File: config.mk
export PLATFORM = sky130hd
export DESIGN_NAME = jk_counter
export DESIGN_NICKNAME = d
export VERILOG_FILES = /design/src/rtl/jk_counter_pkg.sv /design/src/rtl/jk_ff.sv /design/src/rtl/jk_counter.sv
export SDC_FILE = /design/constraint.sdc
export NUM_CORES = 1
export LEC_CHECK = 0
export CORE_MARGIN = 1.5
export CORE_UTILIZATION = 30
export CTS_BUF_LIST = sky130_fd_sc_hd__clkbuf_8
export CTS_CLUSTER_DIAMETER = 40
export DETAILED_ROUTE_END_ITERATION = 8
export PLACE_DENSITY_LB_ADDON = 0.05
export REMOVE_ABC_BUFFERS = 1
export SLEW_MARGIN = 20
export SYNTH_ARGS = -nofsm -noshare
export SYNTH_HDL_FRONTEND = slang
export SYNTH_SLANG_ARGS = --single-unit
File: constraint.sdc
create_clock -name clk -period 4.6 [get_ports clk]
set_clock_uncertainty 0.2 [all_clocks]
set_input_delay 1.38 -clock clk [delete_from_list [all_inputs] [get_ports clk]]
set_output_delay 1.38 -clock clk [all_outputs]
set_load 0.02 [all_outputs]
File: src/rtl/jk_counter_pkg.sv
// Shared definitions for the JK-flip-flop based modulo counter.
// The mode encoding is fixed and is used by the counter and its testbench.
package jk_counter_pkg;

    // Counter operation selected by the 2-bit mode input.
    typedef enum logic [1:0] {
        MODE_HOLD = 2'b00,
        MODE_UP   = 2'b01,
        MODE_DOWN = 2'b10,
        MODE_LOAD = 2'b11
    } mode_e;

    // J/K drive for one bit so that the flop moves from cur to nxt.
    function automatic logic [1:0] jk_drive(input logic cur, input logic nxt);
        return {nxt & ~cur, ~nxt & cur};
    endfunction

endpackage : jk_counter_pkg

File: src/rtl/jk_ff.sv
// Single JK flip-flop with asynchronous active-high reset.
// Truth table on {j,k}: 00 hold, 01 clear, 10 set, 11 toggle.
module jk_ff (
    input  logic clk,
    input  logic reset,
    input  logic j,
    input  logic k,
    output logic q,
    output logic q_
);

    logic state_q;

    // Stored bit follows the JK truth table; reset clears it immediately.
    always_ff @(posedge clk or posedge reset) begin
        if (reset) begin
            state_q <= 1'b0;
        end else begin
            case ({j, k})
                2'b00:   state_q <= state_q;
                2'b01:   state_q <= 1'b0;
                2'b10:   state_q <= 1'b1;
                default: state_q <= ~state_q;
            endcase
        end
    end

    assign q  = state_q;
    assign q_ = ~state_q;

endmodule : jk_ff

File: src/rtl/jk_counter.sv
// Modulo-MODULUS up/down/load counter whose bits are stored in jk_ff cells.
// Optional build macro JK_COUNTER_SAT_EN: up at MODULUS-1 and down at 0
// saturate (hold q) instead of wrapping; carry still pulses on those hits.
module jk_counter #(
    parameter int WIDTH   = 4,
    parameter int MODULUS = 10
) (
    input  logic             clk,
    input  logic             reset,
    input  logic             en,
    input  logic [1:0]       mode,
    input  logic [WIDTH-1:0] d,
    output logic [WIDTH-1:0] q,
    output logic [WIDTH-1:0] q_,
    output logic             tc,
    output logic             carry,
    output logic             err
);

    import jk_counter_pkg::*;

    // Arithmetic is one bit wider so MODULUS = 2^WIDTH is representable.
    localparam int               W1      = WIDTH + 1;
    localparam logic [WIDTH:0]   MOD_EXT = W1'(MODULUS);
    localparam logic [WIDTH:0]   MAX_EXT = W1'(MODULUS - 1);

    mode_e            mode_s;
    logic [WIDTH:0]   q_ext;
    logic [WIDTH:0]   d_ext;
    logic [WIDTH:0]   up_sum;
    logic [WIDTH:0]   dn_diff;
    logic [WIDTH-1:0] next_d;
    logic             carry_d;
    logic             err_d;
    logic             carry_q;
    logic             err_q;
    logic [WIDTH-1:0] j_bits;
    logic [WIDTH-1:0] k_bits;

    assign mode_s  = mode_e'(mode);
    assign q_ext   = {1'b0, q};
    assign d_ext   = {1'b0, d};
    assign up_sum  = q_ext + 1'b1;
    // A borrow into the extra bit marks the 0 -> MODULUS-1 wrap.
    assign dn_diff = q_ext - 1'b1;

    // Next count plus the carry/err pulses that the coming edge will register.
    always_comb begin
        next_d  = q;
        carry_d = 1'b0;
        err_d   = 1'b0;
        if (en) begin
            case (mode_s)
                MODE_UP: begin
                    if (up_sum == MOD_EXT) begin
                        carry_d = 1'b1;
`ifdef JK_COUNTER_SAT_EN
                        next_d  = q;
`else
                        next_d  = '0;
`endif
                    end else begin
                        next_d = up_sum[WIDTH-1:0];
                    end
                end
                MODE_DOWN: begin
                    if (dn_diff[WIDTH]) begin
                        carry_d = 1'b1;
`ifdef JK_COUNTER_SAT_EN
                        next_d  = q;
`else
                        next_d  = MAX_EXT[WIDTH-1:0];
`endif
                    end else begin
                        next_d = dn_diff[WIDTH-1:0];
                    end
                end
                MODE_LOAD: begin
                    if (d_ext >= MOD_EXT) begin
                        err_d  = 1'b1;
                        next_d = MAX_EXT[WIDTH-1:0];
                    end else begin
                        next_d = d;
                    end
                end
                default: begin
                    next_d = q;
                end
            endcase
        end
    end

    // Per-bit J/K so each flop moves from its current value to next_d.
    always_comb begin
        j_bits = '0;
        k_bits = '0;
        for (int i = 0; i < WIDTH; i++) begin
            {j_bits[i], k_bits[i]} = jk_drive(q[i], next_d[i]);
        end
    end

    // One-cycle carry and err pulses, cleared at once by reset.
    always_ff @(posedge clk or posedge reset) begin
        if (reset) begin
            carry_q <= 1'b0;
            err_q   <= 1'b0;
        end else begin
            carry_q <= carry_d;
            err_q   <= err_d;
        end
    end

    genvar g;
    generate
        for (g = 0; g < WIDTH; g++) begin : g_bit
            jk_ff u_jk_ff (
                .clk   (clk),
                .reset (reset),
                .j     (j_bits[g]),
                .k     (k_bits[g]),
                .q     (q[g]),
                .q_    (q_[g])
            );
        end
    endgenerate

    // Terminal count looks at the live inputs, so it has no latency.
    assign tc = en & (((mode_s == MODE_UP)   && (q_ext == MAX_EXT)) ||
                      ((mode_s == MODE_DOWN) && (q == '0)));

    assign carry = carry_q;
    assign err   = err_q;

endmodule : jk_counter

==> flow_metrics.py <==
metrics = {
    "global_route": {
        "grt_pass1_vias": 673,
        "antenna_found_initial": 0,
        "grt_pass1_wl_um": 3050,
        "grt_max_degree": 11,
        "grt_overflow_total": 0,
        "grt_use_total_pct": 14.9,
    },
    "sta": {
        "setup_viol": 0,
        "finalMaxSlewViolations": 0,
        "relSlewSlack_pct": 75.4,
        "fmax_ghz": 0.240,
        "fin_setup_tns_ns": 0,
        "grt_setup_unrepaired": "false",
        "tightest_slew_ns": 0.369,
        "whs_ns": 0.533,
        "hold_viol_final": 0,
        "setup_ws_ns": 0.440,
        "min_period_over_period_pct": 90.4,
        "period_minus_slack_ns": 4.16,
    },
    "logic_synthesis": {
        "synth_edf_count": 0,
        "yosysTopAreaCell": "ha_1",
        "seq_area_frac_synth_pct": 18.8,
        "synth.cell_area_sq_um": 800,
        "ys_types": 28,
        "synth.avg_cell_area_sq_um": 8.60,
        "ys_seq_elements": 6,
        "ys.flop_type": "dfrtp_1",
        "yosys_warnings": 0,
        "async_reset_ff_share_pct": 100,
        "synth_cells": 93,
        "synth_area_leaders": "ha_1, dfrtp_1, buf_4, nor2b_1, nand3_1",
        "synth_top_area_share_pct": 25.0,
    },
    "clock_network": {
        "cts_buffers": 3,
        "clock-sinks": 6,
        "clkTransAtPathRegs_ns": 0.04,
        "clock_latency_ns": 0.22,
        "cts_tree": "built",
        "postCtsSetupBuffers": 0,
        "cts_root_buf": "clkbuf_8",
        "htreeDepth": 1,
        "cts_buffer_depth": 2,
    },
    "floorplan": {
        "rows": 18,
        "io_pins": 20,
        "start_util_pct": 32.0,
        "die_area_sq_mm": 0.00298,
        "die_w_um": 54.6,
        "fp.dieH_um": 54.6,
        "core_sq_mm": 0.00250,
    },
    "pwr": {
        "seqPwrFrac_pct": 18.9,
        "powerDensity_mw_per_mm2": 578,
        "p_clk_share_pct": 13.6,
        "p_sw_uw": 283,
        "p_leak_nw": 0.481,
        "internal_power_uw": 315,
        "p_sw_share_pct": 47.3,
        "irDropWorstVdd_v": 0.000308,
        "combPwrFrac_pct": 67.6,
    },
    "layout": {
        "layoutNonFillerInstCount": 140,
        "finalNetCount": 137,
        "antenna_cells": 0,
        "drive_above_1_share_pct": 9.09,
        "area_growth_pct": 29.3,
    },
    "min_path": {
        "hp-class": "flip-flop to flip-flop",
        "hold-path-cell-count": 2,
    },
    "drt": {
        "drt_iter0_markers": 10,
        "route.antenna.remaining_nets": 0,
        "via_per_inst": 5.17,
        "wl_um": 1880,
        "vias": 724,
        "first_pass_iters": 4,
        "routedWlPerCell_um": 13.4,
        "drc": 0,
    },
    "job": {
        "drv_cap": 0,
    },
    "worst_setup_path": {
        "r2r_end": "g_bit[3].u_jk_ff.q",
        "setup.worst_path.end": "tc",
        "worstSetupPathType": "primary input to output pin",
        "startpoint_type": "primary input",
        "required_ns": 3.02,
        "setup.worst_path.start": "mode[0]",
        "worstReg2RegStart": "g_bit[1].u_jk_ff.q",
        "r2r_setup_slack_ns": 2.03,
        "path_max_fanout": 3,
        "worstRegToRegCells": 9,
        "arrival_ns": 2.58,
        "end_kind": "output pin",
    },
    "place": {
        "hpwl_um": 1470,
        "io_buffer_count": 19,
        "place_ws_ns": 0.0281,
        "place_congestion": 0.788,
        "place_inst": 137,
    },
    "run_status": {
        "status": "finished, final reports clean",
    },
}
## registers in the layout (all words and copies together), names as in the netlist
register	cells
g_bit.u_jk_ff.q	4
err	1
carry	1
## Yosys cell counts, types with 2 or more instances
cell      number
inv_1          8
dfrtp_1        6
a21oi_1        5
a32o_1         2
buf_4          8
o21ai_0        6
nor3_1         4
nand2_1        5
nand3_1        6
a21boi_0       2
o21a_1         2
ha_1          16
and3_1         2
nor2b_1        5
nor2_1         3
## repair_timing
action | CTS | global route
resized for setup | 0 | 1
endpoints found under the setup margin | 0 | 1
hold buffers | 0 | 0
## final cells by class
type,instances,area [sq um]
sequential,6,150
timing repair buffer,22,215
tap,30,37.5
multi-input combinational,71,559
inverter,8,30.0
fill,258,1470
clock buffer,3,41.3
## worst min path at each step
stage                                  start  slack (ns)                 end
after floorplan           g_bit[3].u_jk_ff.q        0.58               carry
after global placement    g_bit[3].u_jk_ff.q        0.51  g_bit[3].u_jk_ff.q
after detailed placement  g_bit[3].u_jk_ff.q        0.51  g_bit[3].u_jk_ff.q
after CTS                 g_bit[3].u_jk_ff.q        0.52  g_bit[3].u_jk_ff.q
after global routing      g_bit[3].u_jk_ff.q        0.58  g_bit[3].u_jk_ff.q
final                     g_bit[3].u_jk_ff.q        0.53  g_bit[3].u_jk_ff.q
## through the flow
stage	cell area, sq um	util, %	total power, mW
2_1_floorplan	739	-	0.378
3_3_place_gp	990	39.6	0.516
3_5_place_dp	990	39.6	0.516
4_1_cts	1030	41.2	0.603
5_1_grt	1030	41.3	0.660
6_report	1030	41.3	0.598
## kinds of logic after synthesis
| logic type | after synthesis | share of synthesized area [%] |
|---|---|---|
| compound gates | 27 | 25.5 |
| buf+inv | 16 | 11.3 |
| flops | 6 | 18.8 |
| fa+ha+maj | 16 | 25.0 |
| mux | 1 | 1.88 |
| simple gates | 27 | 17.5 |
## routing by layer
metal	GRT usage (%)	vias to the layer above	wire, um
met5	0	-	0
met4	3.75	0	18
met3	5.74	2	93
met2	24.2	18	877
met1	18.2	340	887
li1	-	364	-
## worst max-delay path: stages
cell,delay (ns)
clkdlybuf4s50_1,0.45
inv_1,0.10
ha_1,0.17
nand3_1,0.09
a21boi_0,0.16
dlymetal6s2s_1,0.24
## layout by cell type (no fill, tap or decap), drive strengths merged
| master | Yosys | layout |
|---|---|---|
| nor3 | 4 | 4 |
| o22ai | 1 | 1 |
| nand3 | 6 | 6 |
| and4b | 1 | 1 |
| a2bb2oi | 1 | 1 |
| o21a | 2 | 2 |
| clkbuf | 0 | 3 |
| a21boi | 2 | 2 |
| nor2 | 3 | 3 |
| nand2b | 1 | 1 |
| a32o | 2 | 2 |
| o2111a | 1 | 1 |
| nor2b | 5 | 5 |
| o2111ai | 1 | 1 |
| mux2 | 1 | 1 |
| buf | 8 | 3 |
| o21ai | 7 | 7 |
| a21oi | 6 | 6 |
| nand2 | 5 | 5 |
| clkdlybuf4s50 | 0 | 18 |
| a31oi | 1 | 1 |
| a221o | 1 | 1 |
| ha | 16 | 16 |
| inv | 8 | 8 |
| dfrtp | 6 | 6 |
| and3 | 2 | 2 |
| o311a | 1 | 1 |
| dlymetal6s2s | 0 | 1 |
| o21ba | 1 | 1 |
## power by group through the flow
stage                     clock [mW]  sequential (mW)  combinational (mW)
after floorplan                    0            0.126               0.252
after global placement             0            0.112               0.404
after detailed placement           0            0.112               0.404
after CTS                     0.0827            0.112               0.408
after global routing          0.0883            0.118               0.453
final                         0.0811            0.113               0.404
No activity file was read; power rests on OpenSTA's default activity.
